### config.mk
export PLATFORM = sky130hd
export DESIGN_NAME = rv_execute_stage
export DESIGN_NICKNAME = d
export VERILOG_FILES = /design/src/rtl/rv_execute_stage.sv
export SDC_FILE = /design/constraint.sdc
export NUM_CORES = 1
export LEC_CHECK = 0
export CORE_MARGIN = 2
export CORE_UTILIZATION = 35
export DETAILED_ROUTE_END_ITERATION = 10
export GPL_ROUTABILITY_DRIVEN = 0
export PLACE_DENSITY_LB_ADDON = 0.12
export SYNTH_ARGS = -nofsm -noshare
export SYNTH_HDL_FRONTEND = slang
export SYNTH_SLANG_ARGS = --single-unit
export TNS_END_PERCENT = 30
### constraint.sdc
create_clock -name clk -period 10.2 [get_ports clk]
set_input_delay 1.53 -clock clk [delete_from_list [all_inputs] [get_ports clk]]
set_output_delay 1.53 -clock clk [all_outputs]
set_load 0.02 [all_outputs]
### src/rtl/rv_execute_stage.sv
// ============================================================================
// rv_execute_stage
// ----------------------------------------------------------------------------
// Execute (EX) stage of a 3-stage RV32I pipeline (IF/ID -> EX -> WB).
//
// The stage takes the decoded operands and controls from IF/ID and does four
// things. It computes the ALU result. It computes the load/store effective
// address. It resolves the branch/jump target and decides whether fetch is
// redirected. It then registers the selected result and the write-back
// controls into the EX->WB pipeline register.
//
// A taken branch or jump is fed back from wb_branch / wb_branch_nxt through
// wb_branch_i / wb_branch_nxt_i. Those two flags kill the two instructions
// that were fetched down the wrong path. Killed slots produce no architectural
// side effects: no rd write, no store, no load, no redirect.
//
// Optional build macro:
//   EXE_X0_SUPPRESS_EN - when defined, rd writes (ALU and load) aimed at x0
//                        are dropped here instead of in the register file.
//
// Ports:
//   clk               pipeline clock, rising edge
//   reset             asynchronous, active-low reset
//   reg_rdata1/2      rs1 / rs2 values
//   execute_imm       sign-extended immediate (U-type already shifted)
//   pc                PC of the instruction in EX
//   fetch_pc          current fetch PC
//   immediate_sel     operand2 selects the immediate
//   mem_write         store instruction
//   jal / jalr / lui  jump / link-register jump / load-upper-immediate
//   alu               OP / OP-IMM instruction
//   branch            conditional branch
//   arithsubtype      funct7[5] (SUB / SRA select)
//   mem_to_reg        load instruction
//   stall_read        hold the EX->WB register
//   dest_reg_sel      rd index
//   alu_op            funct3
//   dmem_raddr        load byte offset
//   wb_branch_i       feedback of wb_branch
//   wb_branch_nxt_i   feedback of wb_branch_nxt
//   alu_operand1/2    ALU operands (combinational)
//   write_address     data memory address (combinational)
//   branch_stall      current EX slot is being flushed (combinational)
//   next_pc           next fetch PC (combinational)
//   branch_taken      redirect fetch (combinational)
//   wb_*              registered results / controls for WB
//   mem_alu_operation registered funct3 (load/store size)
// ============================================================================
module rv_execute_stage (
    input  logic        clk,
    input  logic        reset,
    input  logic [31:0] reg_rdata1,
    input  logic [31:0] reg_rdata2,
    input  logic [31:0] execute_imm,
    input  logic [31:0] pc,
    input  logic [31:0] fetch_pc,
    input  logic        immediate_sel,
    input  logic        mem_write,
    input  logic        jal,
    input  logic        jalr,
    input  logic        lui,
    input  logic        alu,
    input  logic        branch,
    input  logic        arithsubtype,
    input  logic        mem_to_reg,
    input  logic        stall_read,
    input  logic [4:0]  dest_reg_sel,
    input  logic [2:0]  alu_op,
    input  logic [1:0]  dmem_raddr,
    input  logic        wb_branch_i,
    input  logic        wb_branch_nxt_i,
    output logic [31:0] alu_operand1,
    output logic [31:0] alu_operand2,
    output logic [31:0] write_address,
    output logic        branch_stall,
    output logic [31:0] next_pc,
    output logic        branch_taken,
    output logic [31:0] wb_result,
    output logic        wb_mem_write,
    output logic        wb_alu_to_reg,
    output logic [4:0]  wb_dest_reg_sel,
    output logic        wb_branch,
    output logic        wb_branch_nxt,
    output logic        wb_mem_to_reg,
    output logic [1:0]  wb_read_address,
    output logic [2:0]  mem_alu_operation
);

    localparam int DATA_W = 32;

    // ------------------------------------------------------------------
    // Integer ALU. Operands arrive signed. Signed ops (SLT, SRA) use them
    // directly, and unsigned ops cast back explicitly.
    // ------------------------------------------------------------------
    function automatic logic signed [DATA_W-1:0] alu_calc(
        input logic [2:0]               op,
        input logic                     do_sub,
        input logic                     do_sra,
        input logic signed [DATA_W-1:0] a,
        input logic signed [DATA_W-1:0] b
    );
        logic [4:0] shamt;
        shamt = b[4:0];
        case (op)
            3'b000:  alu_calc = do_sub ? (a - b) : (a + b);
            3'b001:  alu_calc = a << shamt;
            3'b010:  alu_calc = {{(DATA_W-1){1'b0}}, (a < b)};
            3'b011:  alu_calc = {{(DATA_W-1){1'b0}}, ($unsigned(a) < $unsigned(b))};
            3'b100:  alu_calc = a ^ b;
            3'b101:  alu_calc = do_sra ? (a >>> shamt) : $signed($unsigned(a) >> shamt);
            3'b110:  alu_calc = a | b;
            default: alu_calc = a & b;
        endcase
    endfunction

    // Branch condition on rs1 vs rs2. funct3 010/011 are not branches.
    function automatic logic branch_cond(
        input logic [2:0]               op,
        input logic signed [DATA_W-1:0] a,
        input logic signed [DATA_W-1:0] b
    );
        case (op)
            3'b000:  branch_cond = (a == b);
            3'b001:  branch_cond = (a != b);
            3'b100:  branch_cond = (a < b);
            3'b101:  branch_cond = (a >= b);
            3'b110:  branch_cond = ($unsigned(a) < $unsigned(b));
            3'b111:  branch_cond = ($unsigned(a) >= $unsigned(b));
            default: branch_cond = 1'b0;
        endcase
    endfunction

    // ---- stage p0: combinational execute ---------------------------------
    logic signed [DATA_W-1:0] op1_p0;
    logic signed [DATA_W-1:0] op2_p0;
    logic signed [DATA_W-1:0] rs2_p0;
    logic signed [DATA_W-1:0] alu_res_p0;
    logic [DATA_W-1:0]        addr_sum_p0;
    logic [DATA_W-1:0]        link_p0;
    logic [DATA_W-1:0]        rel_target_p0;
    logic [DATA_W-1:0]        result_p0;
    logic                     kill_p0;
    logic                     cond_p0;
    logic                     taken_raw_p0;
    logic                     taken_p0;
    logic                     sub_p0;
    logic                     rd_wr_p0;
    logic                     ld_p0;
    logic                     x0_ok_p0;

    assign op1_p0 = $signed(reg_rdata1);
    assign rs2_p0 = $signed(reg_rdata2);
    assign op2_p0 = immediate_sel ? $signed(execute_imm) : rs2_p0;

    // The kill window covers the two slots that follow a taken redirect.
    assign kill_p0 = wb_branch_i | wb_branch_nxt_i;

    // SUB exists only in register-register form. ADDI with funct7-looking
    // immediate bits must still add. SRAI legitimately uses the bit.
    assign sub_p0     = arithsubtype & ~immediate_sel;
    assign alu_res_p0 = alu_calc(alu_op, sub_p0, arithsubtype, op1_p0, op2_p0);

    // Effective address serves loads, stores and the JALR target.
    assign addr_sum_p0   = reg_rdata1 + execute_imm;
    assign link_p0       = pc + 32'd4;
    assign rel_target_p0 = pc + execute_imm;

    assign cond_p0      = branch_cond(alu_op, op1_p0, rs2_p0);
    assign taken_raw_p0 = jal | jalr | (branch & cond_p0);
    // A held pipeline must not redirect, or the redirect would repeat.
    assign taken_p0     = taken_raw_p0 & ~kill_p0 & ~stall_read;

    always_comb begin
        if (jalr) begin
            next_pc = {addr_sum_p0[DATA_W-1:1], 1'b0};
        end else if (jal | (branch & cond_p0)) begin
            next_pc = rel_target_p0;
        end else begin
            next_pc = fetch_pc + 32'd4;
        end
    end

    always_comb begin
        if (lui) begin
            result_p0 = execute_imm;
        end else if (jal | jalr) begin
            result_p0 = link_p0;
        end else if (alu) begin
            result_p0 = $unsigned(alu_res_p0);
        end else begin
            result_p0 = addr_sum_p0;
        end
    end

`ifdef EXE_X0_SUPPRESS_EN
    assign x0_ok_p0 = (dest_reg_sel != 5'd0);
`else
    assign x0_ok_p0 = 1'b1;
`endif

    assign rd_wr_p0 = (alu | lui | jal | jalr) & ~kill_p0 & x0_ok_p0;
    assign ld_p0    = mem_to_reg & ~kill_p0 & x0_ok_p0;

    assign alu_operand1  = $unsigned(op1_p0);
    assign alu_operand2  = $unsigned(op2_p0);
    assign write_address = addr_sum_p0;
    assign branch_stall  = kill_p0;
    assign branch_taken  = taken_p0;

    // ---- stage p1: EX->WB pipeline register ------------------------------
    logic [DATA_W-1:0] result_p1;
    logic              mem_write_p1;
    logic              rd_wr_p1;
    logic [4:0]        dest_p1;
    logic              branch_p1;
    logic              branch_nxt_p1;
    logic              ld_p1;
    logic [1:0]        raddr_p1;
    logic [2:0]        size_p1;

    // Reset clears the whole register. The WB stage must see no valid
    // write, store or redirect coming out of reset.
    always_ff @(posedge clk or negedge reset) begin
        if (!reset) begin
            result_p1     <= '0;
            mem_write_p1  <= 1'b0;
            rd_wr_p1      <= 1'b0;
            dest_p1       <= '0;
            branch_p1     <= 1'b0;
            branch_nxt_p1 <= 1'b0;
            ld_p1         <= 1'b0;
            raddr_p1      <= '0;
            size_p1       <= '0;
        end else if (!stall_read) begin
            result_p1     <= result_p0;
            mem_write_p1  <= mem_write & ~kill_p0;
            rd_wr_p1      <= rd_wr_p0;
            dest_p1       <= dest_reg_sel;
            branch_p1     <= taken_p0;
            branch_nxt_p1 <= branch_p1;
            ld_p1         <= ld_p0;
            raddr_p1      <= dmem_raddr;
            size_p1       <= alu_op;
        end
    end

    assign wb_result         = result_p1;
    assign wb_mem_write      = mem_write_p1;
    assign wb_alu_to_reg     = rd_wr_p1;
    assign wb_dest_reg_sel   = dest_p1;
    assign wb_branch         = branch_p1;
    assign wb_branch_nxt     = branch_nxt_p1;
    assign wb_mem_to_reg     = ld_p1;
    assign wb_read_address   = raddr_p1;
    assign mem_alu_operation = size_p1;

endmodule

* Word level (Yosys, flattened, before mapping) *
Index checks and enable logic that the tools add are counted.

word-level totals
  output and inout bits = 177
  word-level logic and storage cells = 64
  bits of input ports = 184
  bits in registers = 47

operators by class
  shift operators = 3
  add/subtract/negate cells = 6
  bitwise logic cells = 20
  reduce and logical (&&, ||, !) cells = 1
  eq/ne operators = 9
  multiplexer cells = 10
  order comparisons = 6

operators by type and width
  kind                                                                    count
  32-bit 2-to-1 mux                                                       8
  32-bit one-hot mux with 7 select lines                                  1
  32-bit less-than comparator                                             4
  32-bit adder                                                            3
  32-bit by 3-bit adder with 32-bit output (second input constant)        2
  32-bit >= comparator                                                    2
  32-bit bitwise AND                                                      1
  32-bit equality test                                                    1
  32-bit != test                                                          1
  32-bit OR                                                               1
  32-bit by 5-bit left shift with 32-bit output                           1
  32-bit by 5-bit right shift with 32-bit output                          1
  32-bit by 5-bit >>> shifter with 32-bit output                          1
  32-bit subtractor                                                       1
  32-bit XOR                                                              1
  3-bit equality test (second input constant)                             4
  1-bit bitwise AND                                                       7
  1-bit OR                                                                7
  3-bit by 2-bit equality test with 1-bit output (second input constant)  2
  1-bit one-hot mux with 6 select lines                                   1
  3-bit by 1-bit equality test with 1-bit output (second input constant)  1
  3-bit logical NOT                                                       1
  1-bit NOT                                                               3

* Depth between registers and ports, before layout *
Gate-level depths: netlist of the first run.

  depth after elaboration = 7
  depth in mapped cells = 19
  mapped depth without buffers = 15

* Worst setup path before layout of the first run *
OpenSTA, ideal clock, no wires.

  path type = input to output
  start point = in reg_rdata1[18]
  end point = out next_pc[24]
  setup slack = 4.397 ns
  cell stages on the path = 11
  path buffers = 1
  arrival = 4.273 ns
  required time = 8.670 ns
  cells stage by stage = ha_1 > clkbuf_1 > nand2_1 > or2_2 > nand2b_1 > o21ai_0 > a31o_2 > a21oi_1 > xnor2_1 > o21ai_0 > nor3b_1

on the way
  elaborated cells on any way between the ends = 12
  those cells by class = add/sub: 1; order compare: 4; eq/ne: 2; mux: 3; bitwise: 2

RTL lines
  item                   RTL line  text
  start, declared        52        input logic [31:0] reg_rdata1,
  32-bit adder           164       assign addr_sum_p0 = reg_rdata1 + execute_imm;
  net write_address[24]  74        output logic [31:0] write_address,
  32-bit 2-to-1 mux      174       if (jalr) begin
  end, declared          76        output logic [31:0] next_pc,

The timed path passes the listed nets, and every way through them passes these cells.

* Worst setup path after layout of the first run *
  start point = in reg_rdata1[29]
  end point = out next_pc[2]

on the way
  word-level cells in the longest chain between the ends = 6
  elaborated cells on any way between the ends = 11
  those cells by class = order compare: 4; eq/ne: 2; mux: 3; bitwise: 2

RTL lines
  item                                                RTL line  text
  32-bit >= comparator, or another cell as far along  128       3'b111: branch_cond = ($unsigned(a) >= $unsigned(b));
  1-bit one-hot mux with 6 select lines *             122       case (op)
  1-bit bitwise AND *                                 176       end else if (jal | (branch & cond_p0)) begin
  1-bit OR *                                          176
  32-bit 2-to-1 mux *                                 176
  32-bit 2-to-1 mux *                                 174

Every way passes the cells marked *; elsewhere a longest branch is shown, timed or not.

==> results of run 1 <==
-- where the power goes --
part | leakage, nW | internal, W | switching, W
registers | 0.566 | 0.000207 | 0.0000160
logic | 8.92 | 0.000615 | 0.000958
clock network | 0.0875 | 0.000124 | 0.0000920
total | 9.57 | 0.000946 | 0.00107
-- routing by layer --
| metal | part of all wire [%] | vias up | global-route usage, % |
|---|---|---|---|
| met4 | 3.8 | 2 | 11.5 |
| met1 | 42 | 10300 | 42.3 |
| met2 | 45 | 1146 | 51.6 |
| met5 | 0.012 | - | 0 |
| li1 | - | 10000 | - |
| met3 | 9.2 | 147 | 5.61 |
-- synthesized netlist by cell type (all sizes together) (10+ instances only) --
cell | count | area [um^2]
a211oi | 59 | 453
a21o | 47 | 353
a21oi | 234 | 1170
a221oi | 18 | 164
a22o | 20 | 175
a22oi | 11 | 82.6
a311oi | 11 | 96.3
a31oi | 37 | 244
and3 | 25 | 156
buf | 85 | 528
clkbuf | 91 | 342
dfrtp | 47 | 1180
ha | 219 | 2740
inv | 174 | 653
mux2 | 29 | 327
mux2i | 96 | 998
nand2 | 315 | 1180
nand2b | 32 | 200
nand3 | 63 | 320
nand4 | 23 | 150
nor2 | 237 | 890
nor2b | 21 | 131
nor3 | 31 | 155
nor4 | 10 | 77.6
o211ai | 32 | 240
o21a | 60 | 450
o21ai | 190 | 958
o21bai | 26 | 195
o221ai | 31 | 272
o22ai | 10 | 62.6
o31ai | 21 | 158
or2 | 12 | 75.1
or3 | 21 | 131
xnor2 | 100 | 876
xor2 | 53 | 464
-- placed cells by master, fill, tap and decap left out, types with 22 or more instances in the layout --
master and n:
nand2b_1 32, xnor2_1 100, o21bai_1 26, a21oi_1 233, o21a_1 59, buf_4 58, o221ai_1 31, mux2i_1 92
o21ai_0 184, inv_1 170, and3_1 25, nand3_1 61, ha_1 219, o211ai_1 32, a211oi_1 57, dfrtp_1 47
nor3_1 31, nor2_1 235, nand4_1 22, a31oi_1 35, clkdlybuf4s50_1 354, mux2_2 29, nand2_1 315, a21o_1 47
xor2_1 53
-- kinds of logic (layout without fill, tap and decap cells) --
| kind of cell | count (synthesis) | after routing | share of synthesized area (%) |
|---|---|---|---|
| flip-flops | 47 | 47 | 6.50 |
| other | 0 | 1 | 0 |
| AND/OR/NAND/NOR | 826 | 826 | 20.7 |
| adder cells (fa/ha/maj) | 223 | 223 | 15.6 |
| buffers and inverters | 354 | 604 | 8.50 |
| XOR/XNOR | 153 | 153 | 7.41 |
| AO/OA/AOI/OAI | 898 | 898 | 32.8 |
| multiplexers | 134 | 134 | 8.45 |
-- how the worst min path moves through the flow --
stage / depth (start not counted) / slack [ns] / startpoint / to
finish: 2 / 0.50 / wb_mem_to_reg / wb_mem_to_reg
global route: 1 / 0.52 / wb_dest_reg_sel[2] / wb_dest_reg_sel[2]
CTS: 2 / 0.51 / wb_mem_write / wb_mem_write
detailed placement: 2 / 0.48 / wb_mem_write / wb_mem_write
global placement: 2 / 0.47 / wb_result[20] / wb_result[20]
floorplan: 2 / 0.59 / mem_alu_operation[0] / mem_alu_operation[0]
-- through the flow --
step | instance area [um^2] | setup slack (ns) | instances
after floorplan | 18100 | 4.40 | 2635
after global placement | 22100 | 2.23 | 3557
after detailed placement | 22100 | 2.10 | 3557
after CTS | 22300 | 2.09 | 3565
after global routing | 22300 | 1.72 | 3566
final | 22300 | 2.06 | 3566
-- worst max-delay path, delay by kind of cell --
family / cells / cell delay, ns
muxes: 1 / 0.18
buffers and inverters: 3 / 1.73
and+or+nand+nor: 4 / 0.93
xor gates and xnor gates: 1 / 0.18
adders and majority gates: 1 / 0.50
AOI/OAI and AO/OA: 4 / 1.52
-- layout make-up --
type                    count  area (um^2)  area share (%)
diodes                      1         2.50          0.0112
clock buffers               6          139           0.623
clock inverters             2         38.8           0.174
inverters                 178          668            3.00
multi-input cells        2234        15400            69.1
flip-flops and latches     47         1180            5.28
well taps                 680          851            3.82
repair buffers            418         4010            18.0
==> flow_metrics.tcl, run 1 <==
set metrics [dict create \
    grt_pass1_vias 21000 \
    synth-edff-count 0 \
    whs_ns 0.501 \
    cts.sinks 47 \
    cp_max_fo 24 \
    fillCellCount 5313 \
    p_per_area_mw_per_mm2 90.3 \
    startpoint "reg_rdata1[29]" \
    critPathCapture "next_pc[2]" \
    routed_wl_mm 88.6 \
    cp-end-kind "output port" \
    ys.flop_type "dfrtp_1" \
    ios 361 \
    worstSetupPathType "input port to output port" \
    nets 3291 \
    p_leak_nw 9.57 \
    core_area_mm2 0.0512 \
    worstReg2RegStart "wb_result[13]" \
    fmax_ghz 0.123 \
    slew_headroom_pct 16.9 \
    ff2ff_path_depth 4 \
    cpPeakStageDelay_ns 0.99 \
    period_share_pct 79.8 \
    final_util_pct 43.5 \
    drcViolationCount 0 \
    cp.arrival_ns 6.61 \
    cp.required_ns 8.67 \
    ys_types 93 \
    grt_usage_pct 31.9 \
    synth_area_mm2 0.0181 \
    dp_hpwl_mm 70.8 \
    largest_register_ffs 32 \
    synthesis.nets 3042 \
    grt_pass1_wl_mm 131 \
    avgSynthCellArea_um2 6.86 \
    drive_gt1_share_pct 5.44 \
    rows 83 \
    cts.hold.buffers_added 0 \
    hold_violations 0 \
    synth-seq-cells 47 \
    clk_pin_slew_ns 0.09 \
    die_area_mm2 0.0535 \
    cts_tree "done" \
    cts_root_buffer "clkbuf_16" \
    rsz0062_at_grt "no" \
    drv_slew 0 \
    regToRegEndpoint "wb_result[13]" \
    fp.dieH_um 231 \
    yosysWarnings 0 \
    synth-async-reset-ratio_pct 100 \
    crit_path_top_delay_cell "a211oi_4" \
    worstMarginPinSlew_ns 1.24 \
    cts_resized 0 \
    fin_crit_ns 8.14 \
    h-tree-depth 2 \
    vias 21700 \
    crit_chain "clkdlybuf4s50_1 > ha_1 > nand4_2 > nor4_4 > nand3_2 > xnor2_1 > a2bb2oi_1 > o221ai_1 > a211oi_4 > buf_4 > nor2_1 > a21oi_1 > mux2_2 > clkdlybuf4s50_1" \
    drt-wirelength-per-cell_um 24.8 \
    clockBufferDepth 2 \
    antenna_found_initial 2 \
    max_cap_violations 0 \
    ys_seq_area_share_pct 6.50 \
    vdd.ir_drop.worst_mv 0.0820 \
    hp-class "register to register" \
    insertion_delay_ns 0.32 \
    grt-ovfl-total 0 \
    finalSetupViolCount 0 \
    postCtsSetupRepairBufs 0 \
    io_buffers 360 \
    drt-pass1-iter-count 6 \
    status "complete, no violations" \
    r2r_slack_ns 9.14 \
    synthCells 2635 \
    viasPerCell 6.07 \
    start_kind "input port" \
    dr.first_iter.drc_count 2204 \
    fin_skew_ns 0.0000468 \
    ant_nets 0 \
    areaGrowthSynthToFinish_pct 23.2 \
    cts_made_buffers 5 \
    cpMostUsedCell "clkdlybuf4s50_1" \
    fin_setup_tns_ns 0 \
    grt_max_degree 72 \
    p_total_w 0.00201 \
    die_x_um 231 \
    initial_core_util_pct 35.3 \
]
(Power assumes the default switching activity.)
==> run 2, diff against run 1 <==
Clock period 10.2 ns to 7.5 ns, I/O delays scaled along.
==> run 2 against run 1 <==
Die area did not move. Critical path depth fell by 1. Largest power group unchanged. Design area barely moved.
==> flow_metrics.tcl, run 2 (synthesis gave the netlist of run 1 again) <==
set metrics [dict create \
    status "complete, no violations" \
    regToRegEndpoint "wb_result[13]" \
    h-tree-depth 2 \
    crit_chain "clkdlybuf4s50_1 > inv_1 > fa_1 > nor2b_1 > o31a_1 > a211oi_2 > o211ai_1 > a31oi_1 > o21ai_0 > xnor2_1 > a22o_1 > nor3b_1 > clkdlybuf4s50_1" \
    switchingPower_w 0.00145 \
    die_x_um 231 \
    cts_resized 0 \
    grt_max_degree 71 \
    rows 83 \
    crit_path_top_delay_cell "clkdlybuf4s50_1" \
    final_util_pct 43.6 \
    max_cap_violations 0 \
    ios 361 \
    pwr-share-seq_pct 11.1 \
    layout.cells.most_common "clkdlybuf4s50_1" \
    initial_core_util_pct 35.3 \
    dr.first_iter.drc_count 2361 \
    cp-end-kind "output port" \
    hold_violations 0 \
    slew_headroom_pct 26.0 \
    vias 21600 \
    final_cell_mix "clkdlybuf4s50_1 (354), nand2_1 (315), nor2_1 (235)" \
    p_total_w 0.00273 \
    worst-path-buf-inv 3 \
    insertion_delay_ns 0.32 \
    p_per_area_mw_per_mm2 122 \
    antenna_found_initial 3 \
    cts_root_buffer "clkbuf_16" \
    power.share.clock_pct 10.3 \
    grt_pass1_vias 20800 \
    dp_hpwl_mm 72.2 \
    fmax_ghz 0.150 \
    grt-ovfl-total 0 \
    nets 3294 \
    path_delay_family "buffers and inverters" \
    p_int_w 0.00128 \
    r2r_slack_ns 6.48 \
    finalSetupViolCount 0 \
    min_to "wb_mem_write" \
    hp-class "register to register" \
    areaGrowthSynthToFinish_pct 23.3 \
    diodes 0 \
    cpMostUsedCell "clkdlybuf4s50_1" \
    cts.hold.buffers_added 0 \
    p_leak_nw 9.59 \
    grt_usage_pct 32.2 \
    fp.dieH_um 231 \
    drt-pass1-iter-count 5 \
    die_area_mm2 0.0535 \
    io_buffers 360 \
    cts_made_buffers 5 \
    worstMarginPinSlew_ns 1.08 \
    ff2ff_path_depth 4 \
    clockBufferDepth 2 \
    core_area_mm2 0.0512 \
    largest_register_ffs 32 \
    rsz0062_at_grt "no" \
    period_share_pct 89.0 \
    cts_tree "done" \
    holdPathStages 2 \
    start_kind "input port" \
    p_comb_share_pct 78.6 \
    fin_setup_tns_ns 0 \
    cts.sinks 47 \
    worstReg2RegStart "wb_result[13]" \
    p_sw_share_pct 53.2 \
    ant_nets 0 \
    drt-wirelength-per-cell_um 25.2 \
    fin_crit_ns 6.68 \
    hold_start "wb_mem_write" \
    vdd.ir_drop.worst_mv 0.0850 \
    postCtsSetupRepairBufs 0 \
    drcViolationCount 0 \
    fin_skew_ns 0.000117 \
    routed_wl_mm 89.8 \
    drv_slew 0 \
    drive_gt1_share_pct 5.51 \
    cp.arrival_ns 5.55 \
    worstSetupPathType "input port to output port" \
    cpPeakStageDelay_ns 0.88 \
    cp_max_fo 12 \
    clk_pin_slew_ns 0.08 \
    cp.required_ns 6.38 \
    viasPerCell 6.05 \
    grt_pass1_wl_mm 131 \
]
run 2: worst max path at each step:
| stage | startpoint | to | slack [ns] | depth (start not counted) |
|---|---|---|---|---|
| 3_3_place_gp | execute_imm[0] | next_pc[30] | 0.88 | 15 |
| 2_1_floorplan | reg_rdata1[18] | next_pc[24] | 2.51 | 11 |
| 4_1_cts | reg_rdata1[1] | next_pc[30] | 0.85 | 13 |
| 3_5_place_dp | reg_rdata1[1] | next_pc[30] | 0.86 | 13 |
| 6_report | reg_rdata1[1] | next_pc[30] | 0.82 | 13 |
| 5_1_grt | reg_rdata1[1] | next_pc[30] | 0.45 | 13 |
run 2: per-layer routing:
metal	vias up	track usage [%]	part of all wire, %
met1	10200	44.3	43
met4	6	10.8	3.3
met5	-	0	0.041
li1	10000	-	-
met3	151	5.25	9.9
met2	1168	50.7	44
run 2: power by group through the flow:
stage	clock network [W]	logic [W]	registers, W
detailed placement	0	0.00209	0.000307
global placement	0	0.00208	0.000306
CTS	0.000286	0.00210	0.000302
floorplan	0	0.00123	0.000336
finish	0.000282	0.00214	0.000303
global route	0.000292	0.00229	0.000306
run 2: final cells by class:
cell class,count,area (um^2)
Fill cell,5344,28900
Multi-Input combinational cell,2234,15400
Timing Repair Buffer,421,4040
Sequential cell,47,1180
Tap cell,680,851
Inverter,178,668
Clock buffer,5,125
Clock inverter,3,43.8
run 2: per-stage QoR:
stage	setup slack [ns]	area (um^2)	hold WS, ns	cells
after floorplan	2.51	18100	0.593	2635
after global placement	0.883	22100	0.469	3560
after detailed placement	0.857	22100	0.474	3560
after CTS	0.850	22300	0.495	3568
after global routing	0.449	22300	0.531	3568
final	0.823	22300	0.493	3568
run 2: worst register-to-register path, stage by stage, from the launching register on:
cell      delay [ns]
dfrtp_1         0.45
nand2_1         0.07
o21ai_0         0.12
o211ai_1        0.11
o21ai_0         0.19
==> run 3, diff against run 2 <==
Settings changed: CORE_UTILIZATION 35 to 40.
==> run 3 against run 2 <==
Hold slack better by 0.00065 ns. Clock-buffer cell count grew 1. Global-route usage up 3.9 points. Die area is 12% lower. Critical path type unchanged. Register-to-register slack worse by 0.05 ns. Clock skew hardly changed. Combinational power barely moved. Critical path depth is 2 higher. Via count grew 2.7%. Non-clock buffer count is 1 higher. Cell count decreased by 2.4%. Largest power group unchanged. Flip-flop and latch count unchanged.
==> flow_metrics.tcl, run 3 (synthesis gave the netlist of run 1 again) <==
set metrics [dict create \
    period_share_pct 89.1 \
    postCtsSetupRepairBufs 0 \
    initial_core_util_pct 40.7 \
    nets 3295 \
    layout.cells.most_common "clkdlybuf4s50_1" \
    cts_made_buffers 5 \
    fillCellCount 4509 \
    cpPeakStageDelay_ns 0.64 \
    core_area_mm2 0.0444 \
    largest_register_ffs 32 \
    drcViolationCount 0 \
    diodes 0 \
    cp-end-kind "output port" \
    crit_chain "clkdlybuf4s50_1 > ha_1 > inv_1 > fa_1 > nor2b_1 > o2111ai_1 > a31oi_1 > o22ai_1 > a211oi_1 > o21ai_1 > a21oi_1 > o211ai_1 > a2111oi_0 > nor3b_1 > clkdlybuf4s50_1" \
    cts_root_buffer "clkbuf_16" \
    start_kind "input port" \
    final_cell_mix "clkdlybuf4s50_1 (355), nand2_1 (315), nor2_1 (235)" \
    hp-class "register to register" \
    h-tree-depth 2 \
    dp_hpwl_mm 70.6 \
    dr.first_iter.drc_count 2466 \
    p_leak_nw 9.57 \
    p_per_area_mw_per_mm2 121 \
    drt-wirelength-per-cell_um 25.4 \
    worstReg2RegStart "wb_result[13]" \
    worstMarginPinSlew_ns 1.18 \
    fin_setup_tns_ns 0 \
    p_total_w 0.00269 \
    cpMostUsedCell "clkdlybuf4s50_1" \
    fin_crit_ns 6.68 \
    die_area_mm2 0.0469 \
    rows 77 \
    cts.hold.buffers_added 0 \
    startpoint "execute_imm[0]" \
    drive_gt1_share_pct 5.43 \
    insertion_delay_ns 0.32 \
    clk_pin_slew_ns 0.07 \
    die_x_um 217 \
    hold_violations 0 \
    finalSetupViolCount 0 \
    ios 361 \
    grt_usage_pct 36.0 \
    fmax_ghz 0.150 \
    cp.arrival_ns 5.56 \
    antenna_found_initial 4 \
    ant_nets 0 \
    worstSetupPathType "input port to output port" \
    rsz0062_at_grt "no" \
    fin_skew_ns 0.0000539 \
    hold_start "wb_alu_to_reg" \
    grt-ovfl-total 0 \
    slew_headroom_pct 21.1 \
    io_buffers 360 \
    vdd.ir_drop.worst_mv 0.0890 \
    grt_pass1_vias 20800 \
    clockBufferDepth 2 \
    cp_max_fo 4 \
    fp.dieH_um 217 \
    cts.sinks 47 \
    status "complete, no violations" \
    crit_path_top_delay_cell "a211oi_1" \
    grt_pass1_wl_mm 130 \
    routed_wl_mm 88.3 \
    worst-path-buf-inv 3 \
    cts_tree "done" \
    drv_slew 0 \
    vias 22200 \
    cts_resized 0 \
    grt_max_degree 71 \
    cp.required_ns 6.38 \
    path_delay_family "compound AO/OA/AOI/OAI gates" \
    viasPerCell 6.36 \
    max_cap_violations 0 \
    areaGrowthSynthToFinish_pct 22.6 \
    drt-pass1-iter-count 8 \
]
[run 3: layout make-up]
cell class,count,area (um^2),share of cell area (%)
timing repair buffer,422,4060,18.3
inverter,178,668,3.01
multi-input combinational,2234,15400,69.4
clock inverter,2,12.5,0.0564
clock buffer,6,129,0.581
sequential,47,1180,5.30
tap,592,741,3.34
[run 3: power breakdown]
part | switching [W] | total [W] | internal (W)
logic | 0.00131 | 0.00214 | 0.000839
clock network | 0.000119 | 0.000243 | 0.000124
registers | 0.0000212 | 0.000303 | 0.000281
total | 0.00145 | 0.00269 | 0.00124
[run 3: path summary, 6_finish.rpt]
check                                      to  slack [ns]  cells after the start
setup / recovery                  next_pc[24]        0.82                     15
hold / removal                  wb_alu_to_reg        0.49                      2
setup reg to reg                wb_result[13]        6.43                      4
hold reg to reg                 wb_alu_to_reg        0.49                      2
max in group asynchronous       wb_result[13]        6.07                      2
min in group asynchronous  wb_dest_reg_sel[2]        0.92                      2
[run 3: worst min-delay path: stages (launching register included)]
cell and delay (ns):
dfrtp_1 0.34, nand2_1 0.05, o21ai_0 0.06
[run 3: per-layer routing]
metal / global-route usage, % / up-vias / wire, um
met5: 0 / - / 33
met4: 12.7 / 6 / 3410
met3: 6.64 / 208 / 9860
met2: 56.6 / 1419 / 38400
met1: 49.2 / 10500 / 36600
li1: - / 10000 / -
[run 3: through the flow]
| stage | instances | util [%] | worst slack (ns) | hold slack [ns] | instance area [um^2] |
|---|---|---|---|---|---|
| 2_1_floorplan | 2635 | - | 2.51 | 0.593 | 18100 |
| 3_3_place_gp | 3473 | 49.6 | 0.951 | 0.469 | 22000 |
| 3_5_place_dp | 3473 | 49.6 | 0.843 | 0.473 | 22000 |
| 4_1_cts | 3481 | 49.9 | 0.826 | 0.489 | 22200 |
| 5_1_grt | 3481 | 49.9 | 0.491 | 0.523 | 22200 |
| 6_report | 3481 | 49.9 | 0.820 | 0.494 | 22200 |
